[src/rtl/demux_pkg.sv]
// Shared constants for the registered 1-to-N demultiplexer.
// Holds the default data width and channel count, the drop-counter width
// and its saturation value, and the helper that sizes the select port.
package demux_pkg;

  localparam int DEMUX_DW_DEF  = 8;
  localparam int DEMUX_NCH_DEF = 4;
  localparam int DROP_CNT_W    = 8;
  localparam logic [DROP_CNT_W-1:0] DROP_CNT_MAX = 8'd255;

  // Select width: clog2 of the channel count, never narrower than one bit.
  function automatic int sel_width(input int nch);
    return (nch <= 2) ? 1 : $clog2(nch);
  endfunction

endpackage

[src/rtl/demux_chan_reg.sv]
// One-entry holding register for a single demux output channel.
// A load always wins over a drain in the same cycle, so a channel whose sink
// is continuously ready sustains one beat per clock.
module demux_chan_reg #(
  parameter int DW = 8
) (
  input  logic          clk,
  input  logic          rst,
  input  logic          load,
  input  logic [DW-1:0] load_data,
  input  logic          drain_ready,
  output logic          full,
  output logic [DW-1:0] data
);

  // Capture on load; release only on a drain that is not refilled in the same cycle.
  always_ff @(posedge clk or posedge rst) begin
    if (rst) begin
      full <= 1'b0;
      data <= '0;
    end else if (load) begin
      full <= 1'b1;
      data <= load_data;
    end else if (full && drain_ready) begin
      full <= 1'b0;
    end
  end

endmodule

[src/rtl/demux_1xn_reg.sv]
// Registered 1-to-NCH demultiplexer with per-channel one-entry buffers.
// Optional build macro DEMUX_BROADCAST_EN adds the a_bcast input, which loads
// one payload into every channel at once.
//
// Handshake: an input transfer happens on a clock edge where a_valid && a_ready;
// a channel transfer happens on an edge where o_valid[k] && o_ready[k].
// a_ready is combinational from a_sel, o_ready and the channel full flags and
// never depends on a_valid. Out-of-range selects are always accepted and dropped.
module demux_1xn_reg
  import demux_pkg::*;
#(
  parameter int DW  = DEMUX_DW_DEF,
  parameter int NCH = DEMUX_NCH_DEF,
  localparam int SW = sel_width(NCH)
) (
  input  logic                  clk,
  input  logic                  rst,
`ifdef DEMUX_BROADCAST_EN
  input  logic                  a_bcast,
`endif
  input  logic [DW-1:0]         a_data,
  input  logic                  a_valid,
  input  logic [SW-1:0]         a_sel,
  output logic                  a_ready,
  output logic [NCH*DW-1:0]     o_data,
  output logic [NCH-1:0]        o_valid,
  input  logic [NCH-1:0]        o_ready,
  output logic                  err_sel,
  output logic [DROP_CNT_W-1:0] drop_cnt
);

  logic [NCH-1:0] full;
  logic [NCH-1:0] chan_ready;
  logic [NCH-1:0] sel_hit;
  logic [NCH-1:0] load;
  logic           sel_oob;
  logic           bcast;
  logic           xfer;
  logic           drop;

`ifdef DEMUX_BROADCAST_EN
  assign bcast = a_bcast;
`else
  assign bcast = 1'b0;
`endif

  // A channel can take a new beat when empty or when its current beat leaves this cycle.
  assign chan_ready = ~full | o_ready;

  // Decode the select into a one-hot channel hit plus an out-of-range flag.
  always_comb begin
    sel_hit = '0;
    for (int k = 0; k < NCH; k++) begin
      sel_hit[k] = (a_sel == SW'(k));
    end
    sel_oob = (32'(a_sel) >= NCH);
  end

  // Input ready: all channels for broadcast, always for a drop, else the selected channel.
  always_comb begin
    a_ready = 1'b0;
    if (bcast) begin
      a_ready = &chan_ready;
    end else if (sel_oob) begin
      a_ready = 1'b1;
    end else begin
      a_ready = |(sel_hit & chan_ready);
    end
  end

  assign xfer = a_valid && a_ready;
  assign load = bcast ? {NCH{xfer}} : (sel_hit & {NCH{xfer}});
  assign drop = xfer && sel_oob && !bcast;

  genvar g;
  generate
    for (g = 0; g < NCH; g++) begin : g_chan
      demux_chan_reg #(
        .DW (DW)
      ) u_chan (
        .clk         (clk),
        .rst         (rst),
        .load        (load[g]),
        .load_data   (a_data),
        .drain_ready (o_ready[g]),
        .full        (full[g]),
        .data        (o_data[g*DW +: DW])
      );
    end
  endgenerate

  assign o_valid = full;

  // Flag each dropped beat for one cycle and keep a saturating tally of drops.
  always_ff @(posedge clk or posedge rst) begin
    if (rst) begin
      err_sel  <= 1'b0;
      drop_cnt <= '0;
    end else begin
      err_sel <= drop;
      if (drop && (drop_cnt != DROP_CNT_MAX)) begin
        drop_cnt <= drop_cnt + 1'b1;
      end
    end
  end

endmodule

[config.mk]
export PLATFORM = sky130hd
export DESIGN_NAME = demux_1xn_reg
export DESIGN_NICKNAME = d
export VERILOG_FILES = /design/src/rtl/demux_pkg.sv /design/src/rtl/demux_chan_reg.sv /design/src/rtl/demux_1xn_reg.sv
export SDC_FILE = /design/constraint.sdc
export NUM_CORES = 1
export LEC_CHECK = 0
export ABC_AREA = 0
export CAP_MARGIN = 30
export CORE_AREA = 2 2 85 87
export CTS_CLUSTER_SIZE = 25
export DETAILED_ROUTE_END_ITERATION = 16
export DIE_AREA = 0 0 87 89
export GPL_TIMING_DRIVEN = 0
export HOLD_SLACK_MARGIN = 0.05
export PLACE_DENSITY = 0.52
export SYNTH_ARGS = -nofsm -noshare
export SYNTH_HDL_FRONTEND = slang
export SYNTH_HIERARCHICAL = 1
export SYNTH_SLANG_ARGS = --single-unit
[constraint.sdc]
create_clock -name clk -period 4.15 [get_ports clk]
set_clock_uncertainty 0.2 [all_clocks]
set_input_delay 0.83 -clock clk [delete_from_list [all_inputs] [get_ports clk]]
set_output_delay 0.83 -clock clk [all_outputs]
set_load 0.02 [all_outputs]
# Word level (Yosys, flattened, before mapping)
# Cells that the tools add are included.
op_classes:
  n_eq_ne: 3
  n_mux: 8
  bitwise: 4
  reduce_logical: 11
ops:
  columns: ["cell", "count"]
  rows:
  - ["$and 4x4->4", 2]
  - ["$mux 1", 8]
  - ["$reduce_bool 2->1", 4]
  - ["$logic_and 1x1->1", 5]
  - ["$eq 2x2->1 const B", 2]
  - ["$not 4->4", 1]
  - ["$or 4x4->4", 1]
  - ["$reduce_or 4->1", 1]
  - ["$eq 2x1->1 const B", 1]
  - ["$logic_not 2->1", 1]
totals:
  reg_bits: 36
  out_inout_bits: 46
  wordCells: 34

# Longest topological paths before layout
depth:
  depth_word: 7
  ltp_mapped: 4
  mapped_depth_nobuf: 3

# Modules after synthesis
# The synthesis kept the hierarchy.
modules_own_cells:
  columns: ["module", "n_inst", "cells_each", "area_per_inst_um2"]
  rows:
  - ["demux_chan_reg", 4, 21, 372.9]
  - ["demux_1xn_reg", 1, 19, 172.7]

# Worst setup path before layout
# No wires, ideal clock.
synth_path:
  path_kind: "input -> output"
  startpoint: "in o_ready[3]"
  endpoint: "out a_ready"
  arrival_ns: 1.484
  path_slack_ns: 1.636
  cell_stages: 2
  path_buffers: 0
  cell_sequence: "nand2b_4 > mux4_2"
synth_between:
  elab_chain_len: 3
synth_rtl:
  columns: ["element", "line_no", "rtl"]
  rows:
  - ["start: declaration", "demux_1xn_reg.sv:27", "input logic [NCH-1:0] o_ready,"]
  - ["$or 4x4->4", "demux_1xn_reg.sv:48", "assign chan_ready = ~full | o_ready;"]
  - ["$and 4x4->4", "demux_1xn_reg.sv:67", "a_ready = |(sel_hit & chan_ready);"]
  - ["$reduce_or 4->1", "demux_1xn_reg.sv:67", null]
  - ["end: declaration", "demux_1xn_reg.sv:24", "output logic a_ready,"]
# Every way passes these cells.

# Worst setup path after layout
layout_path:
  startpoint: "in a_sel[0]"
  endpoint: "out a_ready"
layout_between:
  elab_chain_len: 3
  elab_cells_between_ends: 6
layout_rtl:
  columns: ["element", "line_no", "rtl"]
  rows:
  - ["start: declaration", "demux_1xn_reg.sv:23", "input logic [SW-1:0] a_sel,"]
  - ["$eq 2x1->1, or another cell as far along", "demux_1xn_reg.sv:54", "sel_hit[k] = (a_sel == SW'(k));"]
  - ["$and 4x4->4 (*)", "demux_1xn_reg.sv:67", null]
  - ["$reduce_or 4->1 (*)", "demux_1xn_reg.sv:67", null]
# Every way passes the cells marked *; elsewhere a longest branch is shown, timed or not.

==> key figures <==
Pwr
  – Standby leakage power: 1.12 nW
  – Maximum ir drop on the vdd rail: about 0.10 mV
  – Clock network fraction of total power: 0.221
  – Power Dens Cells: 459 nW/um^2
  – Portion of total power attributed to sequential cells: 0.420
  – Internal cell power: 0.786 mW
  – Net switching power figure: 0.322 mW
  – Comb pwr share: 0.359
  – Net switching fraction of the power: 0.291

CTS
  – Clock sink count: 36
  – Post-cts gate resize count: 0
  – Clock buffer count from CTS: 5
  – Clock Root Buffer: sky130_fd_sc_hd__clkbuf_8
  – TritonCTS clock tree: yes
  – Bufs on Longest Clock Path: 2
  – Worst-skew pair later-pin latency: 0.28 ns
  – Hold bufs inserted after CTS: 0
  – CTS clk-pin slew, worst paths: 0.06 ns
  – Htree depth: 2
  – Setup repair bufs after CTS: 0

Global route
  – Number of global-route vias before repair: 1074
  – Wire length of the first global-routing pass: roughly 5800 um
  – Maximum number of pins on one net before global-route repair: 11
  – Congestion Overflow GR: 0
  – Overall global routing resource usage: 0.101
  – Number of antenna violations at the first check in global routing: 0

Logic synthesis
  – Instance count of the mapped netlist: 103
  – Area share of fa/ha/maj cells after synthesis: 0
  – Top cells by instance count after synthesis: sky130_fd_sc_hd__dfrtp_1 (36), sky130_fd_sc_hd__mux2_4 (32), sky130_fd_sc_hd__buf_4 (9), sky130_fd_sc_hd__inv_1 (8)
  – Post-synth EDFFs: 0
  – Most common cell in the netlist: sky130_fd_sc_hd__dfrtp_1
  – Yosys Warn Count: 6
  – Unique masters post-synth: 13
  – Combinational family with the most area after synthesis: multiplexers
  – Combined area of all synthesized cells: ~1700 um^2
  – Multiplexer share of the synthesized area: 0.302
  – Xor/xnor share of the synthesized area: 0
  – Synth top area share: 0.541
  – Flops & latches, synth: 36
  – Post-synth top flop: sky130_fd_sc_hd__dfrtp_1
  – Mean Syn Cell Area: 16.2 um^2
  – Simple logic cell fraction of the synthesized area: 0.0474
  – Asr flop ratio synth: 1.00
  – Area leader, netlist: sky130_fd_sc_hd__dfrtp_1
  – Fraction of the yosys area taken by sequential cells: 0.541
  – Post-synthesis compound-gate area fraction: 0.0211
  – Cell types with the largest area share after synthesis: sky130_fd_sc_hd__dfrtp_1 (54%), sky130_fd_sc_hd__mux2_4 (29%), sky130_fd_sc_hd__buf_4 (4.1%)

STA
  – Unrepaired setup endpoints after global routing: false
  – Max-slew violation count: 0
  – Crit share post-route: 0.842
  – # setup viols final: 0
  – Final hold vios: 0
  – Timing-limited maximum frequency: ~290 MHz
  – Setup TNS Final: 0 ns
  – Clock period minus worst slack: 3.49 ns
  – Min Hold Slack: 0.320 ns

Critical path
  – CP max stage cell: sky130_fd_sc_hd__clkdlybuf4s50_1
  – Cell chain of the critical path: clkdlybuf4s50_1 -> mux4_2 -> clkdlybuf4s50_1
  – Slowest stage delay, CP: 0.55 ns
  – Worst setup path category: in2out
  – Depth of the most critical reg-to-reg path: 4
  – Data required time of the worst path: 3.12 ns
  – Capturing element type of the critical path: output port
  – Cell seen most often among critical-path stages: sky130_fd_sc_hd__clkdlybuf4s50_1
  – Kind of start point of the critical path: primary input
  – Worst-path fanout max: 5
  – Data arrival at the endpoint of the critical path: 2.46 ns

Min path
  – Hold Path Depth: 1
  – Worst Hold Class: reg2reg

Die
  – Vertical die dimension: 89 um
  – Die Area: 7740 um^2
  – Total I/O pin count: 63
  – Initial cell density of the core: 0.248
  – Num rows: 30
  – Width of the die: between 80 and 90 um
  – Core outline area: 6720 um^2

Routing
  – Post-detailed-route wirelength per cell: roughly 15 um
  – Post-Route WL: 3750 um
  – 1st-iter DRT viols: 14
  – Detail Route Antenna Nets: 0
  – # DRC: 0
  – Per-cell via count in the routed design: roughly 4
  – Router iterations before antenna repair: 4
  – Routed vias: 987

Placed design
  – Count of input and output buffers: between 50 and 60
  – DP HPWL: around 2900 um
  – Last weighted congestion value of the routability-driven placer: 0.787
  – Placed instance count: 244

Status
  – Outcome: completed

Final layout
  – Number of standard cells in the final layout excluding fillers: 252
  – Antenna diode count: 0
  – Fraction of layout cells with a size suffix above 1: 0.337
  – Post-layout nets: roughly 190
  – Synth-to-layout area growth: 45.1%

Run
  – Max-cap violations: 0
## metrics by stage
| step | area, um^2 | util | worst slack (ns) | power [mW] |
|---|---|---|---|---|
| floorplan | 1690 | - | 1.64 | 0.684 |
| global placement | 2320 | 0.346 | 0.677 | 0.869 |
| detailed placement | 2320 | 0.346 | 0.668 | 0.873 |
| CTS | 2410 | 0.359 | 0.654 | 1.13 |
| global route | 2410 | 0.359 | 0.614 | 1.17 |
| finish | 2410 | 0.359 | 0.655 | 1.11 |
## logic make-up (layout without fill, tap and decap cells)
| family | after synthesis | in the layout |
|---|---|---|
| AO/OA/AOI/OAI | 4 | 4 |
| flip-flops | 36 | 36 |
| buffers and inverters | 21 | 82 |
| AND/OR/NAND/NOR | 8 | 8 |
| other | 1 | 9 |
| multiplexers | 33 | 33 |
## area by class of cell
class / count / area, um^2
buffer: 13 / 113
inverter: 8 / 30.0
tap: 80 / 100
timing repair buffer: 53 / 531
fill: 626 / 4300
sequential: 36 / 901
multi-input combinational: 54 / 651
clock buffer: 8 / 90.1
## metal layers
layer | share of wire | global-route usage
met4 | 0.010 | 0.0384
met3 | 0.085 | 0.0277
met2 | 0.43 | 0.154
met5 | 0 | 0
met1 | 0.47 | 0.136
## worst max-delay path, delay by kind of cell
kind	cells	cell delay, ns
buffers and inverters	2	1.10
multiplexers	1	0.53
## final timing paths
| check | slack (ns) | to | from |
|---|---|---|---|
| worst max-delay path | 0.66 | a_ready | a_sel[0] |
| min in group asynchronous | 0.70 | g_chan[3].u_chan/full | rst |
| worst min register to register | 0.32 | g_chan[0].u_chan/data[0] | g_chan[0].u_chan/data[0] |
| worst max register to register | 2.52 | g_chan[0].u_chan/data[0] | g_chan[0].u_chan/full |
| worst min-delay path | 0.32 | g_chan[0].u_chan/data[0] | g_chan[0].u_chan/data[0] |
| max in group asynchronous | 2.74 | g_chan[2].u_chan/data[0] | rst |
## placed cells by master (no fill, tap or decap), drive strengths merged
master / netlist / routed
conb: 1 / 9
buf: 13 / 13
dfrtp: 36 / 36
mux4: 1 / 1
mux2: 32 / 32
nand2b: 4 / 4
and4b: 2 / 2
clkbuf: 0 / 8
clkdlybuf4s50: 0 / 53
and4: 1 / 1
a21o: 4 / 4
nor4bb: 1 / 1
inv: 8 / 8
## power by group through the flow
stage | Sequential [mW] | Combinational [mW] | Clock [mW]
finish | 0.465 | 0.398 | 0.245
global route | 0.474 | 0.420 | 0.272
CTS | 0.466 | 0.403 | 0.257
detailed placement | 0.472 | 0.402 | 0
global placement | 0.470 | 0.399 | 0
floorplan | 0.549 | 0.135 | 0
## state kept, by name, summed over array words and instances (netlist names)
name,count
g_chan.u_chan/full,4
g_chan.u_chan/data,32
No activity file was read; power rests on OpenSTA's default activity.
